`config.mk`:
```
export PLATFORM = sky130hd
export DESIGN_NAME = axil_regfile_s
export DESIGN_NICKNAME = d
export VERILOG_FILES = /design/src/rtl/axil_regfile_s.sv
export SDC_FILE = /design/constraint.sdc
export NUM_CORES = 1
export LEC_CHECK = 0
export ABC_AREA = 1
export ABC_CLOCK_PERIOD_IN_PS = 1650
export CAP_MARGIN = 40
export CORE_ASPECT_RATIO = 0.9
export CORE_MARGIN = 1
export CORE_UTILIZATION = 46
export DETAILED_ROUTE_END_ITERATION = 12
export PLACE_DENSITY = 0.81
export SKIP_LAST_GASP = 1
export SYNTH_ARGS = -nofsm -noshare
export SYNTH_HDL_FRONTEND = slang
export SYNTH_SLANG_ARGS = --single-unit
```
`constraint.sdc`:
```
create_clock -name aclk -period 1.65 [get_ports aclk]
set_input_delay 0.33 -clock aclk [delete_from_list [all_inputs] [get_ports aclk]]
set_output_delay 0.33 -clock aclk [all_outputs]
set_load 0.01 [all_outputs]
```
`src/rtl/axil_regfile_s.sv`:
```
// ---------------------------------------------------------------------------
// axil_regfile_s
//
// AXI4-Lite slave register bank. It holds NUM_REGS 32-bit read/write
// registers in a window that starts at BASE_ADDR. Writes honour the byte
// strobes. Every register is exported on reg_out. A one-cycle wr_pulse bit
// fires on the same edge on which the new value appears on reg_out.
// Accesses outside the window complete with SLVERR and have no side effects.
//
// Ports
//   aclk, aresetn        clock, asynchronous active-low reset
//   s_axi_aw*            write address channel (awprot ignored)
//   s_axi_w*             write data channel (32-bit data, 4 byte strobes)
//   s_axi_b*             write response channel (OKAY / SLVERR)
//   s_axi_ar*            read address channel (arprot ignored)
//   s_axi_r*             read data channel (OKAY / SLVERR)
//   reg_out              register contents, reg i at [32i+31:32i]
//   wr_pulse             one-cycle pulse per register on write commit
// ---------------------------------------------------------------------------
module axil_regfile_s #(
    parameter int unsigned C_ADDR_WIDTH = 32,
    parameter int unsigned NUM_REGS     = 8,
    parameter logic [31:0] BASE_ADDR    = 32'h0000_0000
) (
    input  logic                       aclk,
    input  logic                       aresetn,

    input  logic [C_ADDR_WIDTH-1:0]    s_axi_awaddr,
    input  logic [2:0]                 s_axi_awprot,
    input  logic                       s_axi_awvalid,
    output logic                       s_axi_awready,

    input  logic [31:0]                s_axi_wdata,
    input  logic [3:0]                 s_axi_wstrb,
    input  logic                       s_axi_wvalid,
    output logic                       s_axi_wready,

    output logic [1:0]                 s_axi_bresp,
    output logic                       s_axi_bvalid,
    input  logic                       s_axi_bready,

    input  logic [C_ADDR_WIDTH-1:0]    s_axi_araddr,
    input  logic [2:0]                 s_axi_arprot,
    input  logic                       s_axi_arvalid,
    output logic                       s_axi_arready,

    output logic [31:0]                s_axi_rdata,
    output logic [1:0]                 s_axi_rresp,
    output logic                       s_axi_rvalid,
    input  logic                       s_axi_rready,

    output logic [NUM_REGS*32-1:0]     reg_out,
    output logic [NUM_REGS-1:0]        wr_pulse
);

    localparam int unsigned             IDX_W       = (NUM_REGS > 1) ? $clog2(NUM_REGS) : 1;
    localparam logic [C_ADDR_WIDTH-1:0] BASE        = C_ADDR_WIDTH'(BASE_ADDR);
    localparam logic [C_ADDR_WIDTH-1:0] WIN_BYTES   = C_ADDR_WIDTH'(NUM_REGS * 4);
    localparam logic [1:0]              RESP_OKAY   = 2'b00;
    localparam logic [1:0]              RESP_SLVERR = 2'b10;

    // -----------------------------------------------------------------------
    // Ready enable: held low in reset and for the first edge after release.
    // -----------------------------------------------------------------------
    logic rdy_en_reg;

    always_ff @(posedge aclk or negedge aresetn) begin
        if (!aresetn) begin
            rdy_en_reg <= 1'b0;
        end else begin
            rdy_en_reg <= 1'b1;
        end
    end

    // -----------------------------------------------------------------------
    // Write channel state
    // -----------------------------------------------------------------------
    logic                    aw_held_reg;
    logic [C_ADDR_WIDTH-1:0] aw_addr_reg;
    logic                    w_held_reg;
    logic [31:0]             w_data_reg;
    logic [3:0]              w_strb_reg;
    logic                    bvalid_reg;
    logic [1:0]              bresp_reg;

    logic                    aw_hs;
    logic                    w_hs;
    logic                    commit;

    logic [C_ADDR_WIDTH-1:0] aw_offset;
    logic                    aw_in_range;
    logic [IDX_W-1:0]        aw_idx;

    assign s_axi_awready = rdy_en_reg & ~aw_held_reg & ~bvalid_reg;
    assign s_axi_wready  = rdy_en_reg & ~w_held_reg  & ~bvalid_reg;
    assign s_axi_bvalid  = bvalid_reg;
    assign s_axi_bresp   = bresp_reg;

    assign aw_hs  = s_axi_awvalid & s_axi_awready;
    assign w_hs   = s_axi_wvalid  & s_axi_wready;
    // Both halves of the write are present: this is the commit cycle.
    assign commit = aw_held_reg & w_held_reg;

    // The subtraction wraps for addresses below the base, so the lower bound
    // has to be checked explicitly. The low two address bits fall inside the
    // offset compare and drop out of the index.
    assign aw_offset   = aw_addr_reg - BASE;
    assign aw_in_range = (aw_addr_reg >= BASE) && (aw_offset < WIN_BYTES);
    assign aw_idx      = aw_offset[IDX_W+1:2];

    always_ff @(posedge aclk or negedge aresetn) begin
        if (!aresetn) begin
            aw_held_reg <= 1'b0;
            aw_addr_reg <= '0;
            w_held_reg  <= 1'b0;
            w_data_reg  <= '0;
            w_strb_reg  <= '0;
            bvalid_reg  <= 1'b0;
            bresp_reg   <= RESP_OKAY;
        end else begin
            if (commit) begin
                aw_held_reg <= 1'b0;
                w_held_reg  <= 1'b0;
                bvalid_reg  <= 1'b1;
                bresp_reg   <= aw_in_range ? RESP_OKAY : RESP_SLVERR;
            end else begin
                // Neither channel can be accepted while a response is pending,
                // so these handshakes never overlap with a commit or with B.
                if (aw_hs) begin
                    aw_held_reg <= 1'b1;
                    aw_addr_reg <= s_axi_awaddr;
                end
                if (w_hs) begin
                    w_held_reg <= 1'b1;
                    w_data_reg <= s_axi_wdata;
                    w_strb_reg <= s_axi_wstrb;
                end
                if (bvalid_reg && s_axi_bready) begin
                    bvalid_reg <= 1'b0;
                end
            end
        end
    end

    // -----------------------------------------------------------------------
    // Register storage, one block per register
    // -----------------------------------------------------------------------
    logic [31:0] reg_vals [NUM_REGS];

    genvar gi;
    generate
        for (gi = 0; gi < NUM_REGS; gi++) begin : g_reg
            logic [31:0] value_reg;
            logic        pulse_reg;
            logic        wr_en;

            assign wr_en = commit && aw_in_range && (aw_idx == IDX_W'(gi));

            always_ff @(posedge aclk or negedge aresetn) begin
                if (!aresetn) begin
                    value_reg <= '0;
                    pulse_reg <= 1'b0;
                end else begin
                    pulse_reg <= wr_en;
                    for (int k = 0; k < 4; k++) begin
                        if (wr_en && w_strb_reg[k]) begin
                            value_reg[8*k +: 8] <= w_data_reg[8*k +: 8];
                        end
                    end
                end
            end

            assign reg_vals[gi]          = value_reg;
            assign reg_out[32*gi +: 32]  = value_reg;
            assign wr_pulse[gi]          = pulse_reg;
        end
    endgenerate

    // -----------------------------------------------------------------------
    // Read channel
    // -----------------------------------------------------------------------
    logic                    rvalid_reg;
    logic [31:0]             rdata_reg;
    logic [1:0]              rresp_reg;
    logic                    ar_hs;
    logic [C_ADDR_WIDTH-1:0] ar_offset;
    logic                    ar_in_range;
    logic [IDX_W-1:0]        ar_idx;

    assign s_axi_arready = rdy_en_reg & ~rvalid_reg;
    assign s_axi_rvalid  = rvalid_reg;
    assign s_axi_rdata   = rdata_reg;
    assign s_axi_rresp   = rresp_reg;

    assign ar_hs       = s_axi_arvalid & s_axi_arready;
    assign ar_offset   = s_axi_araddr - BASE;
    assign ar_in_range = (s_axi_araddr >= BASE) && (ar_offset < WIN_BYTES);
    assign ar_idx      = ar_offset[IDX_W+1:2];

    // The register array is sampled in the AR cycle, so a read that lands in
    // a commit cycle returns the value from before that write.
    always_ff @(posedge aclk or negedge aresetn) begin
        if (!aresetn) begin
            rvalid_reg <= 1'b0;
            rdata_reg  <= '0;
            rresp_reg  <= RESP_OKAY;
        end else if (ar_hs) begin
            rvalid_reg <= 1'b1;
            if (ar_in_range) begin
                rdata_reg <= reg_vals[ar_idx];
                rresp_reg <= RESP_OKAY;
            end else begin
                rdata_reg <= '0;
                rresp_reg <= RESP_SLVERR;
            end
        end else if (rvalid_reg && s_axi_rready) begin
            rvalid_reg <= 1'b0;
        end
    end

    // Protection bits carry no meaning for this bank.
    logic unused_prot;
    assign unused_prot = ^{s_axi_awprot, s_axi_arprot};

endmodule

```
==> Word level (Yosys, flattened, before mapping) <==
Cells that the tools add are included.
{ "op_classes": {"n_bitwise": 15, "eq_ne": 7, "reduce_logical": 52, "n_lt_le_gt_ge": 5, "n_mux": 14} }
{ "ops": {"columns": ["operator", "n"], "rows": [
  ["32-bit binary-select mux with 3-bit select", 1],
  ["32-bit 2-to-1 mux", 3],
  ["32-bit by 1-bit greater-or-equal comparator with 1-bit output (second input constant)", 2],
  ["32-bit by 6-bit < comparator with 1-bit output (second input constant)", 2],
  ["1-bit logical AND", 45],
  ["3-bit == test (second input constant)", 4],
  ["1-bit bitwise AND", 9],
  ["1-bit 2-to-1 mux", 8],
  ["2-bit nonzero test", 4],
  ["3-bit by 2-bit == test with 1-bit output (second input constant)", 2],
  ["1-bit inverter", 5],
  ["4-bit greater-or-equal comparator (second input constant)", 1],
  ["2-bit 2-to-1 mux", 2],
  ["3-bit inverter with 4-bit output", 1],
  ["2-bit AND reduction", 2],
  ["3-bit by 1-bit == test with 1-bit output (second input constant)", 1],
  ["3-bit zero test", 1]
]} }
{ "totals": {"inputBits": 113, "output_inout_bits": 305, "reg_bits": 373, "word_cells": 144} }

==> Longest topological paths before layout <==
{ "logic_depth": {"word_depth": 6, "mapped_depth": 11, "depth_no_buf": 9} }

==> Worst setup path before layout <==
Ideal clock, no wire load.
{ "synth_path": {"path_type": "reg2reg", "startpoint": "reg bvalid_reg (netlist: s_axi_bvalid)", "endpoint": "reg aw_addr_reg[28]", "setup_ns": 0.125, "stages_incl_launch_ff": 5, "required_time_ns": 1.525, "n_path_buf": 1, "period_less_slack_ns": 1.675, "setup_slack_ns": -0.025, "arrival_ns": 1.550, "path_cell_list": "dfrtp_1 nor3_1 nand2_1 clkbuf_1 mux2_2"} }
{ "synth_between": {"elab_chain_len": 4} }
{ "synth_rtl": {"columns": ["item", "line_no", "text"], "rows": [
  ["start, declared", "83", "logic bvalid_reg;"],
  ["start signal, assigned", "118", "bvalid_reg <= 1'b0;"],
  ["start signal, assigned", "124", "bvalid_reg <= 1'b1;"],
  ["start signal, assigned", "139", "bvalid_reg <= 1'b0;"],
  ["1-bit inverter", "94", "assign s_axi_awready = rdy_en_reg & ~aw_held_reg & ~bvalid_reg;"],
  ["1-bit bitwise AND", "94", null],
  ["named net s_axi_awready", "31", "output logic s_axi_awready,"],
  ["1-bit bitwise AND", "99", "assign aw_hs = s_axi_awvalid & s_axi_awready;"],
  ["2-bit AND reduction (no source line)", null, null],
  ["end signal, assigned", "131", "aw_addr_reg <= s_axi_awaddr;"],
  ["end, declared", "79", "logic [C_ADDR_WIDTH-1:0] aw_addr_reg;"]
]} }
The timed path passes the listed nets, and every way through them passes these cells.
A chain may end at the register's enable or synchronous reset.

==> Worst setup path in the final report <==
{ "layout_path": {"startpoint": "reg rdy_en_reg", "endpoint": "out s_axi_wready"} }
{ "layout_between": {"elab_chain_len": 2} }
{ "layout_rtl": {"columns": ["item", "line_no", "text"], "rows": [
  ["start, declared", "65", "logic rdy_en_reg;"],
  ["start signal, assigned", "69", "rdy_en_reg <= 1'b0;"],
  ["start signal, assigned", "71", "rdy_en_reg <= 1'b1;"],
  ["1-bit bitwise AND (2 in series)", "95", "assign s_axi_wready = rdy_en_reg & ~w_held_reg & ~bvalid_reg;"],
  ["end, declared", "36", "output logic s_axi_wready,"]
]} }
No other way between the ends.

==> summary.md <==
The first detailed-routing pass ran for 6 iterations. At the pin with the least slew margin, the transition time is 596 ps. Setup slack on the worst reg-to-reg path comes out at -140 ps. The clock root buffer master was sky130_fd_sc_hd__clkbuf_16. After clock tree synthesis, the clock-pin slew on the worst setup and hold paths is 60 ps.

The H-tree depth came out at 2. The tools report the maximum clock frequency as 555 MHz. Relative to the synthesized area, the layout overhead comes to 42.0%. After detailed routing, the number of remaining DRC violations is 0.

Share of flip-flops with an asynchronous set or reset: 100%. Global routing finished with a remaining overflow of 0. TritonCTS built the clock tree. The detail route stage leaves a number of antenna-violating nets equal to 0. In this run the critical register-to-register path is launched from aw_addr_reg[30]. The leakage power summed over all cells is 13.5 nW.

STA classifies the critical path startpoint as a register. The diode insertion count for antenna repair is 0, and the detail-routed net length per standard cell is 22.5 um. The congestion estimate from routability-driven global placement came to 0.977.

The tools report the slack of the critical path as -153 ps. In this run the worst path has a maximum fanout of 2. For the combinational share of power, the log shows 22.4%.

Post-route clock period utilization: 109%. Setup repair after global routing could not meet its margin everywhere. The register bit total from synthesis is 369. Setup violations remaining at the end of the flow were counted as 254. The primary flip-flop cell chosen by synthesis mapping was sky130_fd_sc_hd__dfrtp_1.

The run gives 1988 as the DRC marker count from the first detailed-route iteration. In this run the worst hold path is classified as input port to asynchronous set/reset pin. For the post-synthesis sequential area ratio, the log shows 51.8%. The vertical die dimension is 189 um, and the arrival time at the worst endpoint is 1470 ps. From left edge to right edge, the die measures 210 um. The floorplan step defined a die boundary enclosing 39600 um2.

The core region is 38300 um2. The number of synthesis warnings came out at 0. In this run, distinct cell masters in the synthesized netlist total 26. The number of clock buffers added by TritonCTS is 40. 418 I/O pins were placed.

In this run the tool buffered the top-level ports with 405 buffer cells. Counting every sink on the clock net gives 369. The tools report the internal power consumption as 17.7 mW. The number of vias per cell came out at 5.80. Entering global routing, the biggest net connects 61 pins. The synthesized cell area is 17800 um2. Of the total power, the share spent switching nets is 36.0%.

The checks that failed: setup timing. Number of max-capacitance violations reported: 0. In this run the power spent charging and discharging nets is 9.96 mW. Averaged over all synthesized cells, the footprint is 8.39 um2. In this run the power density over the cells is 1090 nW/um2.

Endpoint of the most critical register-to-register path: g_reg[4].value_reg[13]. The shortest period the worst path allows is 1800 ps, and the cell count of the worst reg-to-reg path is 10. Number of flops mapped to enable cells by yosys: 0.

On the final layout, the worst clock skew is 27.9 ps. For the worst ir drop on vdd, the log shows 948 uV. Endpoint type of the worst setup path: a primary output.

The final number of hold-violating endpoints is 0. The share of power burned in the clock network is 33.3%, and the clock tree buffer depth is 3. The starting utilization of the core area was 46.6%. The logs give 550 ps for the clock latency on the worst-skew pair and 297 ps for the worst hold slack. The post-synthesis cell count was 2124. The endpoint required time on the critical path is 1320 ps, and the total number of placement rows is 68. The detailed placement HPWL was 47.1 mm. The proportion of layout cells with a drive suffix above 1 is 20.2%. The number of antenna violations at the first check in global routing was 3; the via count of the first global-routing pass was 17100. For the number of vias in the routed layout, the log shows 17900. The worst setup path is of the register to primary output kind. The worst pin sits at a relative slew slack of 60.3%. For this run, the post-layout net count is 2679. The share of power burned in registers is 44.3%, and the aggregate routed wire length is 69.3 mm. Global routing used 34.5% of the available tracks. The core occupancy in the finished layout was 66.2%. The max-slew violation count was 0. The wire length of the first global-routing pass is 104 mm, and the flip-flop count of the largest register, all copies and words added is 256. The run finished, with violations left.
==> metal layers <==
layer	vias to the layer above	GRT usage, %	part of all wire (%)
li1	8001	-	-
met1	8676	49.2	40
met2	1099	51.2	44
met3	128	9.20	13
met4	4	10.4	2.8
met5	-	0	0.039
==> what timing repair did <==
item / CTS / global route
pin swaps: 20 / 31
endpoints found under the hold margin: 37 / 0
hold buffers: 1 / 0
gates resized for setup: 418 / 128
buffers inserted: 44 / 12
cloned: 7 / 6
setup endpoints to repair: 560 / 309
==> kinds of logic (layout without fill, tap and decap cells) <==
logic type	Yosys count	count (layout)	synth area share, %
AO/OA/AOI/OAI	63	63	1.77
buffers and inverters	206	678	5.59
flip-flops	369	369	51.8
multiplexers	62	62	3.92
other	2	3	0.0421
AND/OR/NAND/NOR	1422	1422	36.9
==> synthesized netlist by cell type (3+ instances only) <==
master / count / share of area [%]
sky130_fd_sc_hd__or2_2: 18 / 0.63
sky130_fd_sc_hd__buf_4: 20 / 0.84
sky130_fd_sc_hd__buf_2: 52 / 1.5
sky130_fd_sc_hd__nor3b_1: 8 / 0.34
sky130_fd_sc_hd__clkbuf_1: 90 / 1.9
sky130_fd_sc_hd__a21oi_1: 6 / 0.17
sky130_fd_sc_hd__nor3_4: 7 / 0.64
sky130_fd_sc_hd__o21ai_0: 57 / 1.6
sky130_fd_sc_hd__nand3_1: 122 / 3.4
sky130_fd_sc_hd__buf_1: 19 / 0.40
sky130_fd_sc_hd__nand2_2: 3 / 0.11
sky130_fd_sc_hd__nand2_1: 773 / 16
sky130_fd_sc_hd__nand4_1: 258 / 9.1
sky130_fd_sc_hd__nand3_4: 3 / 0.29
sky130_fd_sc_hd__and2_1: 18 / 0.63
sky130_fd_sc_hd__nor2_1: 182 / 3.8
sky130_fd_sc_hd__mux2_2: 62 / 3.9
sky130_fd_sc_hd__buf_6: 11 / 0.69
sky130_fd_sc_hd__inv_1: 9 / 0.19
sky130_fd_sc_hd__inv_2: 5 / 0.11
sky130_fd_sc_hd__dfrtp_1: 369 / 52
sky130_fd_sc_hd__nand3_2: 25 / 1.4
==> worst max-delay path by stage <==
stage | cells after the start | from | endpoint
6_report | 4 | rdy_en_reg | s_axi_wready
4_1_cts | 4 | rdy_en_reg | s_axi_awready
2_1_floorplan | 6 | s_axi_rvalid | s_axi_rdata[10]
3_5_place_dp | 7 | s_axi_araddr[4] | s_axi_rdata[3]
5_1_grt | 11 | aw_addr_reg[18] | g_reg[0].value_reg[18]
3_3_place_gp | 7 | s_axi_araddr[4] | s_axi_rdata[3]
==> worst max-delay path, stage by stage (launching register included) <==
cell,delay (ps)
sky130_fd_sc_hd__dfrtp_1,370
sky130_fd_sc_hd__clkinvlp_4,100
sky130_fd_sc_hd__buf_6,150
sky130_fd_sc_hd__nor3_4,150
sky130_fd_sc_hd__buf_2,170
==> area by class of cell <==
cell class / instances / area, um2
timing repair buffer: 591 / 5900
multi-input combinational: 1550 / 8170
inverter: 14 / 57.6
clock buffer: 61 / 1220
clock inverter: 12 / 121
sequential: 369 / 9240
tap: 490 / 613
fill: 3109 / 13000
==> stage by stage <==
step / TNS (ps) / power, mW / instance area [um2] / setup slack (ps) / cells
after global routing: -47130 / 28.5 / 25300 / -240 / 3087
after CTS: -31690 / 27.3 / 24900 / -192 / 3073
after detailed placement: -22920 / 17.9 / 22900 / -193 / 2948
after global placement: -12600 / 17.7 / 22900 / -218 / 2948
after floorplan: 0 / 14.9 / 17800 / 59.2 / 2125
final: -18590 / 27.7 / 25300 / -153 / 3087
==> power groups by stage <==
stage	logic, mW	registers (mW)	clock network (mW)
floorplan	4.55	10.3	0
global placement	5.65	12.1	0
detailed placement	5.79	12.1	0
CTS	5.96	12.1	9.31
global route	6.56	12.3	9.68
finish	6.19	12.3	9.22
==> layout by cell type, fill, tap and decap left out, types with 6 or more instances in the layout <==
cell / n
sky130_fd_sc_hd__nor3b_1: 8
sky130_fd_sc_hd__clkdlybuf4s15_1: 12
sky130_fd_sc_hd__or2_2: 18
sky130_fd_sc_hd__and2_1: 18
sky130_fd_sc_hd__o21ai_0: 57
sky130_fd_sc_hd__inv_1: 8
sky130_fd_sc_hd__nand3_1: 119
sky130_fd_sc_hd__clkbuf_16: 47
sky130_fd_sc_hd__dlygate4sd2_1: 282
sky130_fd_sc_hd__nand3_4: 30
sky130_fd_sc_hd__dfrtp_1: 361
sky130_fd_sc_hd__buf_6: 17
sky130_fd_sc_hd__nor3_4: 11
sky130_fd_sc_hd__nor2_1: 176
sky130_fd_sc_hd__clkinv_2: 8
sky130_fd_sc_hd__buf_4: 112
sky130_fd_sc_hd__nand4_1: 258
sky130_fd_sc_hd__clkbuf_8: 12
sky130_fd_sc_hd__a21oi_1: 6
sky130_fd_sc_hd__mux2_2: 62
sky130_fd_sc_hd__clkdlybuf4s50_1: 99
sky130_fd_sc_hd__nand2_1: 657
sky130_fd_sc_hd__nand2_2: 118
sky130_fd_sc_hd__dfrtp_2: 8
sky130_fd_sc_hd__clkbuf_1: 8
sky130_fd_sc_hd__buf_12: 43
Power figures use the tool's default switching activity.
